File: src/rtl/wbs_master_seq.sv
// Wishbone classic initiator: splits a 64-bit word request into one or two
// 32-bit single transfers, with a per-beat ack timeout.
module wbs_master_seq #(
  parameter int IDX_WIDTH = 16,
  parameter int TIMEOUT   = 255
) (
  input  logic                 clk,
  input  logic                 rst_n,
  input  logic                 req_valid,
  output logic                 req_ready,
  input  logic                 req_we,
  input  logic                 req_single,
  input  logic [31:0]          req_base,
  input  logic [IDX_WIDTH-1:0] req_idx,
  input  logic [63:0]          req_wdata,
  output logic                 rsp_valid,
  output logic [63:0]          rsp_rdata,
  output logic                 rsp_err,
  output logic                 wbs_cyc_o,
  output logic                 wbs_stb_o,
  output logic                 wbs_we_o,
  output logic [3:0]           wbs_sel_o,
  output logic [31:0]          wbs_adr_o,
  output logic [31:0]          wbs_dat_o,
  input  logic                 wbs_ack_i,
  input  logic [31:0]          wbs_dat_i
);

  localparam int CNT_W = $clog2(TIMEOUT + 1);

  typedef enum logic [2:0] {S_IDLE, S_LO, S_GAP, S_HI, S_RESP} state_t;

  state_t               state_q, state_d;
  logic                 cyc_q, cyc_d, stb_q, stb_d, we_q, we_d;
  logic [3:0]           sel_q, sel_d;
  logic [31:0]          adr_q, adr_d, dat_q, dat_d;
  logic [CNT_W-1:0]     cnt_q, cnt_d;
  logic [63:0]          rdata_q, rdata_d;
  logic                 err_q, err_d, rsp_q, rsp_d, rdy_q, rdy_d;
  logic                 lwe_q, lwe_d, lsingle_q, lsingle_d;
  logic [31:0]          base_q, base_d;
  logic [IDX_WIDTH-1:0] idx_q, idx_d;
  logic [63:0]          wdata_q, wdata_d;

  // Address arithmetic wraps modulo 2^32; idx is zero-extended before the shift.
  function automatic logic [31:0] beat_addr(input logic [31:0] base,
                                            input logic [IDX_WIDTH-1:0] idx,
                                            input logic single, input logic upper);
    logic [31:0] idx32;
    idx32 = 32'(idx);
    if (single) return base + idx32;
    return base + (idx32 << 1) + {31'd0, upper};
  endfunction

  always_comb begin
    state_d   = state_q;
    cyc_d     = cyc_q;
    stb_d     = stb_q;
    we_d      = we_q;
    sel_d     = sel_q;
    adr_d     = adr_q;
    dat_d     = dat_q;
    cnt_d     = cnt_q;
    rdata_d   = rdata_q;
    err_d     = err_q;
    rsp_d     = 1'b0;
    lwe_d     = lwe_q;
    lsingle_d = lsingle_q;
    base_d    = base_q;
    idx_d     = idx_q;
    wdata_d   = wdata_q;
    unique case (state_q)
      S_IDLE: begin
        if (req_valid && rdy_q) begin
          lwe_d     = req_we;
          lsingle_d = req_single;
          base_d    = req_base;
          idx_d     = req_idx;
          wdata_d   = req_wdata;
          rdata_d   = '0;
          err_d     = 1'b0;
          cnt_d     = '0;
          cyc_d     = 1'b1;
          stb_d     = 1'b1;
          we_d      = req_we;
          sel_d     = 4'hF;
          adr_d     = beat_addr(req_base, req_idx, req_single, 1'b0);
          dat_d     = req_we ? req_wdata[31:0] : 32'd0;
          state_d   = S_LO;
        end
      end
      S_LO, S_HI: begin
        if (wbs_ack_i) begin
          if (!lwe_q) begin
            if (state_q == S_LO) rdata_d[31:0]  = wbs_dat_i;
            else                 rdata_d[63:32] = wbs_dat_i;
          end
          stb_d = 1'b0;
          if (state_q == S_LO && !lsingle_q) begin
            state_d = S_GAP;
          end else begin
            state_d = S_RESP;
            rsp_d   = 1'b1;
          end
        end else if (cnt_q == CNT_W'(TIMEOUT - 1)) begin
          stb_d   = 1'b0;
          err_d   = 1'b1;
          state_d = S_RESP;
          rsp_d   = 1'b1;
        end else begin
          cnt_d = cnt_q + CNT_W'(1);
        end
        // Entering RESP releases the bus entirely.
        if (state_d == S_RESP) begin
          cyc_d = 1'b0;
          we_d  = 1'b0;
          sel_d = 4'h0;
          adr_d = '0;
          dat_d = '0;
        end
      end
      S_GAP: begin
        stb_d   = 1'b1;
        cnt_d   = '0;
        adr_d   = beat_addr(base_q, idx_q, 1'b0, 1'b1);
        dat_d   = lwe_q ? wdata_q[63:32] : 32'd0;
        state_d = S_HI;
      end
      S_RESP: state_d = S_IDLE;
      default: state_d = S_IDLE;
    endcase
    rdy_d = (state_d == S_IDLE);
  end

  always_ff @(posedge clk or negedge rst_n) begin
    if (!rst_n) begin
      state_q   <= S_IDLE;
      cyc_q     <= 1'b0;
      stb_q     <= 1'b0;
      we_q      <= 1'b0;
      sel_q     <= 4'h0;
      adr_q     <= '0;
      dat_q     <= '0;
      cnt_q     <= '0;
      rdata_q   <= '0;
      err_q     <= 1'b0;
      rsp_q     <= 1'b0;
      rdy_q     <= 1'b0;
      lwe_q     <= 1'b0;
      lsingle_q <= 1'b0;
      base_q    <= '0;
      idx_q     <= '0;
      wdata_q   <= '0;
    end else begin
      state_q   <= state_d;
      cyc_q     <= cyc_d;
      stb_q     <= stb_d;
      we_q      <= we_d;
      sel_q     <= sel_d;
      adr_q     <= adr_d;
      dat_q     <= dat_d;
      cnt_q     <= cnt_d;
      rdata_q   <= rdata_d;
      err_q     <= err_d;
      rsp_q     <= rsp_d;
      rdy_q     <= rdy_d;
      lwe_q     <= lwe_d;
      lsingle_q <= lsingle_d;
      base_q    <= base_d;
      idx_q     <= idx_d;
      wdata_q   <= wdata_d;
    end
  end

  assign req_ready = rdy_q;
  assign rsp_valid = rsp_q;
  assign rsp_rdata = rdata_q;
  assign rsp_err   = err_q;
  assign wbs_cyc_o = cyc_q;
  assign wbs_stb_o = stb_q;
  assign wbs_we_o  = we_q;
  assign wbs_sel_o = sel_q;
  assign wbs_adr_o = adr_q;
  assign wbs_dat_o = dat_q;

endmodule

File: config.mk
export PLATFORM = sky130hd
export DESIGN_NAME = wbs_master_seq
export DESIGN_NICKNAME = d
export VERILOG_FILES = /design/src/rtl/wbs_master_seq.sv
export SDC_FILE = /design/constraint.sdc
export NUM_CORES = 1
export LEC_CHECK = 0
export CAP_MARGIN = 10
export CORE_MARGIN = 1.5
export CORE_UTILIZATION = 45
export CTS_BUF_LIST = sky130_fd_sc_hd__clkbuf_16
export CTS_CLUSTER_DIAMETER = 60
export DETAILED_ROUTE_END_ITERATION = 7
export GPL_TIMING_DRIVEN = 0
export PLACE_DENSITY = 0.73
export SYNTH_ARGS = -nofsm -noshare
export SYNTH_HDL_FRONTEND = slang
export SYNTH_SLANG_ARGS = --single-unit
File: constraint.sdc
create_clock -name clk -period 6.1 [get_ports clk]
set_input_delay 1.83 -clock clk [delete_from_list [all_inputs] [get_ports clk]]
set_output_delay 1.83 -clock clk [all_outputs]
set_load 0.02 [all_outputs]
# Word-level counts from Yosys, hierarchy flattened
# Index checks and enable logic that the tools add are counted.
classes:
  n_reduce_logical: 16
  eq_ne: 15
  addsub: 5
  n_mux: 47
op_table:
  columns: ["op", "count"]
  rows:
  - ["$mux W32", 9]
  - ["$mux W64", 3]
  - ["$pmux W32 S3", 2]
  - ["$pmux W64 S2", 1]
  - ["$add A32 B17 Y32", 2]
  - ["$add A32 B1 Y32 const B", 1]
  - ["$add A32 B16 Y32", 1]
  - ["$mux W8", 3]
  - ["$pmux W8 S3", 1]
  - ["$ne A2 B2 Y1 const B", 9]
  - ["$mux W1", 15]
  - ["$mux W3", 5]
  - ["$reduce_and A5 Y1", 2]
  - ["$pmux W3 S3", 1]
  - ["$reduce_and A3 Y1", 3]
  - ["$add A8 B1 Y8 const B", 1]
  - ["$eq A8 B8 Y1 const B", 1]
  - ["$mux W4", 2]
  - ["$pmux W4 S2", 1]
  - ["$reduce_and A4 Y1", 2]
  - ["$eq A3 B2 Y1 const B", 2]
  - ["$logic_not A3 Y1", 2]
  - ["$pmux W1 S2", 3]
  - ["$eq A3 B1 Y1 const B", 1]
  - ["9 further kinds", 10]
totals:
  ff_bits: 263
  word_cells: 101
  out_inout_bits: 138

# Longest topological paths before layout
# Gate-level depths: netlist (run 1).
depth:
  word_depth: 8
  depth_mapped: 11
  ltp_nobuf: 11

# Worst setup path before layout (run 1)
# Ideal clock, no wire load.
synth_path:
  path_kind: "input -> register"
  from: "in req_base[1]"
  to: "reg adr_q[25], in the netlist wbs_adr_o[25]"
  path_buffers: 0
  t_arrival_ns: 3.820
  stages: 11
  setup_slack_ns: 2.154
  cell_sequence: "ha_1 > inv_1 > fa_1 > nand2b_1 > a21o_1 > a211oi_1 > o31ai_1 > nor3_2 > nand2_1 > xnor2_1 > a221o_1"
synth_between:
  elab_chain_len: 5
  elab_cells_between_ends: 6
synth_rtl:
  columns: ["item", "line", "text"]
  rows:
  - ["start: declaration", "13", "input logic [31:0] req_base,"]
  - ["$add A32 B16 Y32", "51", "if (single) return base + idx32;"]
  - ["$mux W32", "51", null]
  - ["$mux W32 (*)", "52", "return base + (idx32 << 1) + {31'd0, upper};"]
  - ["$mux W32 (*)", "74", "if (req_valid && rdy_q) begin"]
  - ["$pmux W32 S3 (*)", "72", "unique case (state_q)"]
  - ["end signal: assignment", "160", "adr_q <= adr_d;"]
  - ["end: declaration", "36", "logic [31:0] adr_q, adr_d, dat_q, dat_d;"]
# Mark *: on every way between the ends. The rest lies on a longest branch, timed or not. The select of a mux whose other input is x is not followed.
# A chain may end at the register's enable or synchronous reset.

# Final worst setup path (run 1)
# Ends and elaborated chain as after synthesis.

==> impl_metrics.env, run 1 <==
export IMPL_slew_headroom_pct=44.98
export IMPL_yosysWarnings=0
export IMPL_drc=31
export IMPL_min_path_type="reg2reg"
export IMPL_power_density_nw_per_um2=489.8
export IMPL_comb_power_share_pct=49.3
export IMPL_timing_hold_ws_ns=0.4755
export IMPL_layout_commonest_cell="nand2_1"
export IMPL_crit_path_start="req_base[1]"
export IMPL_antenna_found_initial=2
export IMPL_cp_data_required_time_ns=6.50
export IMPL_finClkSkew_ns=0.02160
export IMPL_tightest_slew_ns=0.8189
export IMPL_fill_cells=2268
export IMPL_grt_overflow=0
export IMPL_grt_max_degree=96
export IMPL_final_cell_mix="395 x nand2_1, 285 x clkdlybuf4s50_1, 227 x dfrtp_1"
export IMPL_die_h_microns=166.7
export IMPL_clock_power_share_pct=18.8
export IMPL_power_switching_mw=3.333
export IMPL_crit_chain="clkdlybuf4s50_1, ha_1, inv_1, fa_1, nand2b_1, a21o_1, a211oi_1, o31ai_1, nor3_2, nand2_1, xnor2_1, a221o_1"
export IMPL_cts_sinks=227
export IMPL_postSynthAreaPerCell_sq_um=8.787
export IMPL_cp_start_kind="input pin"
export IMPL_cts_max_level=1
export IMPL_placed_cells=1995
export IMPL_post_route_util_pct=61.89
export IMPL_cp_end_kind="flip-flop"
export IMPL_num_vias=11398
export IMPL_leakage_nw=7.350
export IMPL_cts_tree="built"
export IMPL_totalPowerFinal_mw=7.944
export IMPL_cts_root_buf="clkbuf_16"
export IMPL_timing_fmax_ghz=0.2116
export IMPL_initial_core_util_pct=46.00
export IMPL_synth_area_sq_um=12060
export IMPL_clockBufferDepth=3
export IMPL_setup_violations=0
export IMPL_period_minus_slack_ns=4.726
export IMPL_port_buffers=286
export IMPL_reg2reg_to="wbs_adr_o[26]"
export IMPL_ant_nets=0
export IMPL_synth_xor_area_share_pct=5.013
export IMPL_synth_adder_area_share_pct=5.688
export IMPL_die_area_sq_um=27780
export IMPL_grt_pass1_vias=11335
export IMPL_stdcell_count=2044
export IMPL_grt_pass1_wl_microns=61720
export IMPL_async_flop_share_pct=100.0
export IMPL_switching_share_pct=41.96
export IMPL_r2r_start="base_q[0]"
export IMPL_dp_hpwl_microns=29310
export IMPL_grt_usage_pct=27.95
export IMPL_rows=59
export IMPL_synth_seq_cells=227
export IMPL_rrSetupSlack_ns=3.14
export IMPL_wl_per_cell_microns=19.03
export IMPL_cap_violations=0
export IMPL_finalWirelength_microns=38900
export IMPL_synthMuxAreaShare_pct=0.2491
export IMPL_fp_dieW_microns=166.7
export IMPL_synth_nets=1575
export IMPL_yosysUniqueCellTypes=67
export IMPL_critPathMaxStageDelay_ns=0.57
export IMPL_globalplace_congestion=0.9215
export IMPL_cts_resized=0
export IMPL_postCtsHoldBufs=0
export IMPL_synthSimpleGateAreaFrac_pct=21.01
export IMPL_cp_slowest_cell="clkdlybuf4s50_1"
export IMPL_drt_iter0_drc=1023
export IMPL_synth_ff_type="dfrtp_1"
export IMPL_min_period_over_period_pct=77.48
export IMPL_synth_top_family_by_area="simple AND/OR/NAND/NOR gates"
export IMPL_worst_r2r_cell_count=10
export IMPL_cts_buffers_inserted=26
export IMPL_clkTransAtPathRegs_ns=0.06
export IMPL_layout_setup_ws_ns=1.374
export IMPL_drive_above_1_share_pct=4.859
export IMPL_drv_slew=0
export IMPL_postCtsSetupRepairBufs=0
export IMPL_syn_inst=1372
export IMPL_crit_fanout=4
export IMPL_hold_viol=0
export IMPL_p_int_mw=4.610
export IMPL_seq_area_frac_synth_pct=47.12
export IMPL_peakVddDrop_v=0.0002492
export IMPL_io_pins=288
export IMPL_areaGrowthSynthToFinish_pct=34.54
export IMPL_arrival_ns=5.13
export IMPL_place_ws_ns=0.8320
export IMPL_critPathKind="in2reg"
export IMPL_clk_latency_ns=0.53
export IMPL_violations="DRC"
export IMPL_synth_edf_count=0
export IMPL_crit_path_end="wbs_adr_o[25]"
export IMPL_synth_compound_area_share_pct=17.16
export IMPL_firstDrtPassIters=8
export IMPL_num_nets_final=1891
export IMPL_p_seq_share_pct=31.9
export IMPL_rsz0062_at_grt="no"
export IMPL_status="finished with violations"
export IMPL_core_sq_um=26210
export IMPL_viasPerCell=5.576
==> cells by family after synthesis <==
| kind of cell | Yosys count |
|---|---|
| adder cells (fa/ha/maj) | 53 |
| flip-flops | 227 |
| AO/OA/AOI/OAI | 311 |
| buffers and inverters | 98 |
| multiplexers | 3 |
| AND/OR/NAND/NOR | 611 |
| XOR/XNOR | 69 |
==> state kept, by name, indices dropped and copies added (netlist names), 3 cells and up <==
signal / cells
wbs_adr_o: 32
idx_q: 16
wdata_q: 32
rsp_rdata: 64
base_q: 32
cnt_q: 8
state_q: 3
wbs_dat_o: 32
==> how the worst min path moves through the flow <==
stage	depth (start not counted)	from	slack [ns]	end
floorplan	2	lsingle_q	0.44	lsingle_q
CTS	2	wdata_q[48]	0.48	wdata_q[48]
global placement	2	wdata_q[54]	0.46	wdata_q[54]
global route	2	wdata_q[48]	0.49	wdata_q[48]
detailed placement	2	wdata_q[48]	0.46	wdata_q[48]
finish	2	rsp_rdata[32]	0.48	rsp_rdata[32]
==> worst max-delay path: cells and delay by family <==
| kind | cells | cell delay (ns) |
|---|---|---|
| simple gates | 3 | 0.67 |
| xor+xnor | 1 | 0.13 |
| compound gates | 4 | 1.19 |
| buf+inv | 2 | 0.64 |
| fa+ha+maj | 2 | 0.65 |
==> cell type report <==
class                           instances  area (sq um)  area share [%]
Antenna cell                            1         2.502         0.01543
Buffer                                 74         364.1           2.245
Clock buffer                           27         675.6           4.166
Clock inverter                         21         143.9          0.8871
Inverter                               24         90.09          0.5554
Multi-Input combinational cell       1047          5921           36.50
Sequential cell                       227          5680           35.02
Tap cell                              335         419.2           2.584
Timing Repair Buffer                  288          2923           18.02
==> layer usage <==
layer  vias to the layer above  part of all wire, %  GRT usage (%)
met5                         -                0.033              0
met4                         2                  2.9          8.854
met3                        67                  7.8          4.159
met2                       443                   48          47.81
met1                      5522                   41          36.57
li1                       5364                    -              -
==> power by group through the flow <==
stage / Combinational (mW) / Sequential (mW) / Clock [mW]
3_3_place_gp: 3.83 / 2.53 / 0
3_5_place_dp: 3.90 / 2.55 / 0
2_1_floorplan: 1.94 / 2.87 / 0
6_report: 3.91 / 2.54 / 1.50
5_1_grt: 4.27 / 2.60 / 1.59
4_1_cts: 3.92 / 2.53 / 1.52
==> stage by stage <==
step           TNS (ns)  instance area (sq um)
2_1_floorplan         0                  12060
3_3_place_gp   -1456.45                  15340
3_5_place_dp          0                  15400
4_1_cts               0                  16220
5_1_grt               0                  16220
6_report              0                  16220
==> cells in the mapped netlist, types with 10 or more instances <==
| cell type | n | area [sq um] |
|---|---|---|
| nand4_1 | 21 | 131.4 |
| o221ai_1 | 14 | 122.6 |
| inv_1 | 23 | 86.33 |
| xor2_1 | 35 | 306.5 |
| o21ai_0 | 106 | 530.5 |
| nand3_1 | 26 | 130.1 |
| ha_1 | 50 | 625.6 |
| a221oi_1 | 34 | 297.8 |
| a31oi_1 | 10 | 62.56 |
| buf_2 | 14 | 70.07 |
| o21a_1 | 11 | 82.58 |
| o211ai_1 | 12 | 90.09 |
| dfrtp_1 | 227 | 5680 |
| a211oi_1 | 12 | 90.09 |
| a21oi_1 | 43 | 215.2 |
| nor2_1 | 116 | 435.4 |
| clkbuf_1 | 47 | 176.4 |
| a21o_1 | 23 | 172.7 |
| xnor2_1 | 34 | 297.8 |
| nand2_1 | 395 | 1483 |
Note: power is estimated with default switching activity, not from simulation.
==> run 2, diff against run 1 <==
==> constraint.sdc (replaced) <==
create_clock -name clk -period 4.9 [get_ports clk]
set_input_delay 1.47 -clock clk [delete_from_list [all_inputs] [get_ports clk]]
set_output_delay 1.47 -clock clk [all_outputs]
set_load 0.02 [all_outputs]
==> results of run 2 <==
The final DEF is identical to that of run 1. Status: finished with violations: DRC.
Among the figures that moved: setup slack after placement 0.8320 ns -> -0.008035 ns; setup slack after layout 1.374 ns -> 0.5336 ns; register-to-register setup slack 3.14 ns -> 1.94 ns; total power 7.944 mW -> 9.889 mW; worst IR drop on VDD 0.0002492 V -> 0.0003102 V
